$ cat src/rtl/ad_ip_jesd204_tpl_dac_pattern_channel_pkg.sv
// Shared codes and polynomial constants for the DAC
// transport-layer pattern channel.
package ad_ip_jesd204_tpl_dac_pattern_channel_pkg;

  localparam logic [3:0] SEL_DDS   = 4'd0;
  localparam logic [3:0] SEL_PAT   = 4'd1;
  localparam logic [3:0] SEL_DMA   = 4'd2;
  localparam logic [3:0] SEL_ZERO  = 4'd3;
  localparam logic [3:0] SEL_NPN7  = 4'd4;
  localparam logic [3:0] SEL_NPN15 = 4'd5;
  localparam logic [3:0] SEL_PN7   = 4'd6;
  localparam logic [3:0] SEL_PN15  = 4'd7;
  localparam logic [3:0] SEL_PN    = 4'd8;
  localparam logic [3:0] SEL_NPN   = 4'd9;
  localparam logic [3:0] SEL_RAMP  = 4'd10;

  localparam logic [2:0] PN_SEL_7  = 3'd0;
  localparam logic [2:0] PN_SEL_9  = 3'd1;
  localparam logic [2:0] PN_SEL_15 = 3'd2;
  localparam logic [2:0] PN_SEL_23 = 3'd3;
  localparam logic [2:0] PN_SEL_31 = 3'd4;

  // x^ORDER + x^TAP + 1
  localparam int PN7_ORDER  = 7;
  localparam int PN7_TAP    = 6;
  localparam int PN9_ORDER  = 9;
  localparam int PN9_TAP    = 5;
  localparam int PN15_ORDER = 15;
  localparam int PN15_TAP   = 14;
  localparam int PN23_ORDER = 23;
  localparam int PN23_TAP   = 18;
  localparam int PN31_ORDER = 31;
  localparam int PN31_TAP   = 28;

endpackage

$ cat src/rtl/ad_ip_jesd204_tpl_dac_pattern_channel_prbs.sv
// Parallel PRBS generator: WIDTH stream bits per cycle,
// oldest bit in data MSB.
module ad_ip_jesd204_tpl_dac_prbs #(
  parameter int POLY_ORDER = 7,
  parameter int TAP        = 6,
  parameter int WIDTH      = 64
) (
  input  logic             clk,
  input  logic             rst,
  input  logic             sync,
  output logic [WIDTH-1:0] data
);

  logic [POLY_ORDER-1:0] state;
  logic [POLY_ORDER-1:0] state_nxt;
  logic [WIDTH-1:0]      data_nxt;
  logic                  fb;

  // state[0] holds the newest bit
  always_comb begin
    state_nxt = state;
    data_nxt  = '0;
    fb        = 1'b0;
    for (int k = 0; k < WIDTH; k++) begin
      fb = state_nxt[POLY_ORDER-1] ^ state_nxt[TAP-1];
      data_nxt[WIDTH-1-k] = fb;
      state_nxt = {state_nxt[POLY_ORDER-2:0], fb};
    end
  end

  always_ff @(posedge clk or posedge rst) begin
    if (rst) begin
      state <= '1;
      data  <= '1;
    end else if (sync) begin
      state <= '1;
      data  <= '1;
    end else begin
      state <= state_nxt;
      data  <= data_nxt;
    end
  end

endmodule

$ cat src/rtl/ad_ip_jesd204_tpl_dac_pattern_channel.sv
// Per-converter DAC channel: registered source mux over
// DDS, DMA, pattern, ramp, zero and PRBS.
module ad_ip_jesd204_tpl_dac_pattern_channel
  import ad_ip_jesd204_tpl_dac_pattern_channel_pkg::*;
#(
  parameter int DATA_PATH_WIDTH = 4,
  parameter int SAMPLE_WIDTH    = 16
) (
  input  logic                          clk,
  input  logic                          rst,
  input  logic [DATA_PATH_WIDTH*16-1:0] dma_data,
  input  logic                          dma_valid,
  output logic                          dma_ready,
  input  logic [DATA_PATH_WIDTH*16-1:0] dds_data,
  output logic [DATA_PATH_WIDTH*16-1:0] dac_data,
  input  logic                          dac_data_sync,
  input  logic [3:0]                    dac_data_sel,
  input  logic [2:0]                    dac_pn_sel,
  input  logic [15:0]                   dac_pat_data_0,
  input  logic [15:0]                   dac_pat_data_1,
  input  logic [15:0]                   dac_ramp_incr,
  input  logic                          dac_underflow_mode,
  input  logic                          dac_underflow_clr,
  output logic                          dac_underflow,
  output logic                          dac_enable
);

  localparam int W  = DATA_PATH_WIDTH * SAMPLE_WIDTH;
  localparam int DW = DATA_PATH_WIDTH * 16;
  localparam logic [15:0] LANE_MASK =
    16'hffff << (16 - SAMPLE_WIDTH);
  localparam logic [DW-1:0] MASK =
    {DATA_PATH_WIDTH{LANE_MASK}};

  logic [W-1:0]  pn7_bits;
  logic [W-1:0]  pn9_bits;
  logic [W-1:0]  pn15_bits;
  logic [W-1:0]  pn23_bits;
  logic [W-1:0]  pn31_bits;
  logic [W-1:0]  pn_bits;
  logic [DW-1:0] pn7_lanes;
  logic [DW-1:0] pn15_lanes;
  logic [DW-1:0] pn_lanes;
  logic [DW-1:0] pat_lanes;
  logic [DW-1:0] ramp_lanes;
  logic [DW-1:0] dma_lanes;
  logic [DW-1:0] hold;
  logic [DW-1:0] mux;
  logic [15:0]   base;
  logic          dma_xfer;
  logic          dma_miss;

  ad_ip_jesd204_tpl_dac_prbs #(
    .POLY_ORDER(PN7_ORDER), .TAP(PN7_TAP), .WIDTH(W)
  ) u_pn7 (
    .clk(clk), .rst(rst), .sync(dac_data_sync),
    .data(pn7_bits)
  );

  ad_ip_jesd204_tpl_dac_prbs #(
    .POLY_ORDER(PN9_ORDER), .TAP(PN9_TAP), .WIDTH(W)
  ) u_pn9 (
    .clk(clk), .rst(rst), .sync(dac_data_sync),
    .data(pn9_bits)
  );

  ad_ip_jesd204_tpl_dac_prbs #(
    .POLY_ORDER(PN15_ORDER), .TAP(PN15_TAP), .WIDTH(W)
  ) u_pn15 (
    .clk(clk), .rst(rst), .sync(dac_data_sync),
    .data(pn15_bits)
  );

  ad_ip_jesd204_tpl_dac_prbs #(
    .POLY_ORDER(PN23_ORDER), .TAP(PN23_TAP), .WIDTH(W)
  ) u_pn23 (
    .clk(clk), .rst(rst), .sync(dac_data_sync),
    .data(pn23_bits)
  );

  ad_ip_jesd204_tpl_dac_prbs #(
    .POLY_ORDER(PN31_ORDER), .TAP(PN31_TAP), .WIDTH(W)
  ) u_pn31 (
    .clk(clk), .rst(rst), .sync(dac_data_sync),
    .data(pn31_bits)
  );

  // Stream bit k -> sample k/SW, lane bit 15 - k%SW
  function automatic logic [DW-1:0] to_lanes(
    input logic [W-1:0] bits
  );
    logic [DW-1:0] r;
    r = '0;
    for (int s = 0; s < DATA_PATH_WIDTH; s++)
      for (int j = 0; j < SAMPLE_WIDTH; j++)
        r[s*16+15-j] = bits[W-1-(s*SAMPLE_WIDTH+j)];
    return r;
  endfunction

  always_comb begin
    pn_bits = pn7_bits;
    case (dac_pn_sel)
      PN_SEL_9:  pn_bits = pn9_bits;
      PN_SEL_15: pn_bits = pn15_bits;
      PN_SEL_23: pn_bits = pn23_bits;
      PN_SEL_31: pn_bits = pn31_bits;
      default:   pn_bits = pn7_bits;
    endcase
  end

  assign pn7_lanes  = to_lanes(pn7_bits);
  assign pn15_lanes = to_lanes(pn15_bits);
  assign pn_lanes   = to_lanes(pn_bits);

  always_comb begin
    pat_lanes  = '0;
    ramp_lanes = '0;
    for (int i = 0; i < DATA_PATH_WIDTH; i++) begin
      pat_lanes[i*16+:16] =
        (i % 2 == 0) ? dac_pat_data_0 : dac_pat_data_1;
      ramp_lanes[i*16+:16] =
        base + 16'(i) * dac_ramp_incr;
    end
  end

  assign dma_ready = dac_enable;
  assign dma_xfer  = dma_ready & dma_valid;
  assign dma_miss  = dma_ready & ~dma_valid;
  assign dma_lanes = dma_xfer ? dma_data :
    (dac_underflow_mode ? hold : '0);

  always_comb begin
    mux = '0;
    case (dac_data_sel)
      SEL_DDS:   mux = dds_data;
      SEL_PAT:   mux = pat_lanes;
      SEL_DMA:   mux = dma_lanes;
      SEL_NPN7:  mux = ~pn7_lanes;
      SEL_NPN15: mux = ~pn15_lanes;
      SEL_PN7:   mux = pn7_lanes;
      SEL_PN15:  mux = pn15_lanes;
      SEL_PN:    mux = pn_lanes;
      SEL_NPN:   mux = ~pn_lanes;
      SEL_RAMP:  mux = ramp_lanes;
      default:   mux = '0;
    endcase
  end

  always_ff @(posedge clk or posedge rst) begin
    if (rst) begin
      dac_data      <= '0;
      dac_enable    <= 1'b0;
      dac_underflow <= 1'b0;
      hold          <= '0;
      base          <= '0;
    end else begin
      dac_data   <= mux & MASK;
      dac_enable <= (dac_data_sel == SEL_DMA);
      if (dma_xfer)
        hold <= dma_data;
      if (dma_miss)
        dac_underflow <= 1'b1;
      else if (dac_underflow_clr)
        dac_underflow <= 1'b0;
      if (dac_data_sync)
        base <= '0;
      else
        base <= base +
          16'(DATA_PATH_WIDTH) * dac_ramp_incr;
    end
  end

endmodule

$ cat config.mk
export PLATFORM = sky130hd
export DESIGN_NAME = ad_ip_jesd204_tpl_dac_pattern_channel
export DESIGN_NICKNAME = d
export VERILOG_FILES = /design/src/rtl/ad_ip_jesd204_tpl_dac_pattern_channel_pkg.sv /design/src/rtl/ad_ip_jesd204_tpl_dac_pattern_channel_prbs.sv /design/src/rtl/ad_ip_jesd204_tpl_dac_pattern_channel.sv
export SDC_FILE = /design/constraint.sdc
export NUM_CORES = 1
export LEC_CHECK = 0
export ABC_AREA = 1
export BUFFER_PORTS_ARGS = -buffer_cell sky130_fd_sc_hd__buf_4
export CAP_MARGIN = 20
export CORE_MARGIN = 3
export CORE_UTILIZATION = 45
export CTS_CLUSTER_SIZE = 12
export DETAILED_ROUTE_END_ITERATION = 10
export SYNTH_ARGS = -nofsm -noshare
export SYNTH_HDL_FRONTEND = slang
export SYNTH_SLANG_ARGS = --single-unit
$ cat constraint.sdc
create_clock -name clk -period 24.2 [get_ports clk]
set_input_delay 2.42 -clock clk [delete_from_list [all_inputs] [get_ports clk]]
set_output_delay 2.42 -clock clk [all_outputs]
set_load 0.005 [all_outputs]
==> summary.md <==
| Metric | Value |
|---|---|
| Crit start category | `input port` |
| CTS sink count | `464` |
| Final setup fails | `0` |
| I/O pins | `256` |
| Avg Vias per Cell | `6.03` |
| Final WL | `128 mm` |
| Slowest CP cell | `buf_4` |
| Buffers & Inverters on Critical Path | `4` |
| Post-CTS setup buffers | `0` |
| Maximum clock rate | `185 MHz` |
| Clk_skew | `0.0401 ns` |
| CTS root buffer | `clkbuf_16` |
| GP Congestion | `1.04` |
| Place WS | `18.17 ns` |
| Final min period | `5.42 ns` |
| Commonest non-fill, non-tap cell in the layout | `nand2_1` |
| Xor and xnor area share after synthesis | `5.18%` |
| CTS Buf Count | `53` |
| VDD IR max | `0.000151 V` |
| Synth cell types | `55` |
| TritonRoute pass-1 iters | `7` |
| Seq/Total Area, Yosys | `44.2%` |
| Mux cell area share after synthesis | `0%` |
| Run status | `complete, no violations` |
| Layout Nets | `3877` |
| Clock latency on the worst-skew pair | `0.63 ns` |
| CTS tree | `yes` |
| Cells after Synth | `3439` |
| Crit-path most repeated cell | `buf_4` |
| Slew headroom | `25.3%` |
| First-pass GRT wire length | `181 mm` |
| Detailed placer's ending HPWL | `98.7 mm` |
| Leakage | `14.9 nW` |
| Mean Syn Cell Area | `7.90 um2` |
| Global Route Usage Sum | `39.6%` |
| Hold Crit Class | `flop to flop` |
| # rows | `89` |
| I/O Buffers | `255` |
| Final hold viol count | `0` |
| Vias | `26700` |
| CTS max path bufs | `3` |
| Crit path DAT | `5.88 ns` |
| Maximum fanout along the worst path | `88` |
| Die area | `63400 um2` |
| Count of warnings emitted by yosys | `0` |
| Clock-pin slew on the worst setup and hold paths | `0.06 ns` |
| Tcrit/Tclk final | `22.4%` |
| Initial Util | `45.8%` |
| Post-route worst setup slack | `18.78 ns` |
| PD cells | `173 nW/um2` |
| Antenna fix cells | `0` |
| DRC Markers | `0` |
| Die X | `252 um` |
| Area delta synth->final | `16.0%` |
| Post-route ant nets | `0` |
| Setup TNS | `0 ns` |
| Most frequent cells in the layout | `nand2_1, dfstp_2, o21ai_0` |
| Syn nets | `3696` |
| Post-Synth Simple-Gate Area | `24.1%` |
| DRT iter0 DRCs | `3573` |
| Largest net degree at the start of global routing | `132` |
| Slew Limit Fails | `0` |
| Core ar. | `59400 um2` |
| Post-Syn Area | `27200 um2` |
| Capturing element type of the critical path | `flop` |
| Post-CTS Resized | `0` |
| Max Cap Violations | `0` |
| Initial antenna violation count | `7` |
| Hold_buf cts | `0` |
| Vias in the first global route | `25100` |
| H-tree depth reported by CTS | `2` |
| Die height | `252 um` |
| Worst Tran Pin Value | `1.12 ns` |
| Wire per inst | `28.8 um` |
| Post-synthesis adder-cell area fraction | `3.54%` |
| Synth Area in Compound Gates | `16.4%` |
| Required time of the critical path | `24.66 ns` |
| CP max stage delay | `0.82 ns` |
| Grt total ovfl | `0` |
| Unrepaired setup endpoints after global routing | `false` |
| CP Cell Sequence | `buf_4, nor3b_2, buf_4, nand3b_1, buf_4, buf_4, nand2_1, o32ai_1, o21ai_0, o21ai_0, nand3_1` |
| Share of layout cells above drive strength 1 | `23.0%` |
| CP top delay family | `buffers and inverters` |
| Critical path class | `input port to flop` |
| Main combinational cell family by area after synthesis | `simple AND/OR/NAND/NOR gates` |
| Flops & latches, synth | `464` |
[per-layer routing]
metal	share of wire [%]	track usage (%)
met1	39	52.2
met2	42	57.9
met3	12	12.5
met4	6.7	21.9
met5	0.045	0
[worst reg2reg max path, stage by stage (launching register included)]
cell and delay, ns:
dfrtp_1 0.59, fa_1 0.54, ha_1 0.36, a21oi_1 0.19, o21a_1 0.15, nand3_1 0.20, nand3_1 0.14, nand2_1 0.11
o21ai_0 0.72, nand4_1 0.18
[cells in the mapped netlist, drive strengths merged]
cell type / instances / area [um2]
a211o: 1 / 8.76
o21ai: 312 / 1560
a2111oi: 14 / 123
xor2: 44 / 400
a21boi: 1 / 7.51
dfstp: 320 / 8410
clkbuf: 125 / 469
o22ai: 46 / 288
a22o: 2 / 17.5
a211oi: 7 / 52.6
nor3: 29 / 145
o221ai: 11 / 96.3
o32ai: 10 / 87.6
o21a: 2 / 15.0
nand2: 1118 / 4440
inv: 290 / 1090
nand4: 26 / 163
a31oi: 18 / 113
buf: 40 / 193
ha: 53 / 663
nor2: 102 / 388
or2: 22 / 138
o21bai: 2 / 15.0
o211ai: 36 / 270
o2111a: 1 / 11.3
a221oi: 17 / 149
fa: 15 / 300
xnor2: 83 / 783
nand3b: 2 / 15.0
a21o: 4 / 30.0
a21oi: 233 / 1170
dfrtp: 144 / 3600
a311oi: 2 / 17.5
conb: 1 / 3.75
o31ai: 4 / 30.0
nor4: 12 / 75.1
clkinv: 6 / 23.8
o2111ai: 46 / 403
nand3: 225 / 1170
nor3b: 3 / 22.5
xnor3: 10 / 225
[state kept, by name (all words and copies together) (netlist names)]
register       cells
dac_data          64
hold              64
u_pn15.data       64
u_pn23.data       64
u_pn31.data       64
u_pn7.data        64
u_pn9.data        64
base              14
dac_enable         1
dac_underflow      1
[power by group]
part | internal (W) | switching, W
clock | 0.000467 | 0.000348
sequential | 0.00126 | 0.000327
combinational | 0.000976 | 0.00207
[path summary, 6_finish.rpt]
path,from,to,slack (ns),cells after the start
setup / recovery,dac_pn_sel[2],dac_data[42],18.78,11
hold / removal,hold[61],hold[61],0.48,2
setup reg to reg,base[10],dac_data[61],20.87,9
hold reg to reg,hold[61],hold[61],0.48,2
max in group asynchronous,rst,base[14],19.60,6
min in group asynchronous,rst,hold[13],1.97,2
[cell families (layout without fill, tap and decap cells)]
family,after synthesis,count (layout)
buffers and inverters,461,685
other,1,1
flip-flops,464,464
adder cells (fa/ha/maj),68,68
AO/OA/AOI/OAI,769,769
XOR/XNOR,137,137
AND/OR/NAND/NOR,1539,1539
[through the flow]
step | area, um2 | hold slack (ns) | util, % | instances | power (W)
finish | 31500 | 0.476 | 53.1 | 4436 | 0.00545
floorplan | 27200 | 0.444 | - | 3439 | 0.00354
CTS | 31500 | 0.478 | 53.0 | 4434 | 0.00538
detailed placement | 29700 | 0.461 | 50.1 | 4336 | 0.00456
global route | 31500 | 0.485 | 53.1 | 4436 | 0.00579
global placement | 29700 | 0.458 | 50.1 | 4336 | 0.00452
[area by class of cell]
cell class / instances / area (um2)
Tap cell: 773 / 967
Clock inverter: 24 / 240
Sequential cell: 464 / 12000
Fill cell: 5638 / 27800
Multi-Input combinational cell: 2514 / 13400
Clock buffer: 74 / 1510
Inverter: 296 / 1130
Timing Repair Buffer: 291 / 2220
No activity file was read; power rests on OpenSTA's default activity.
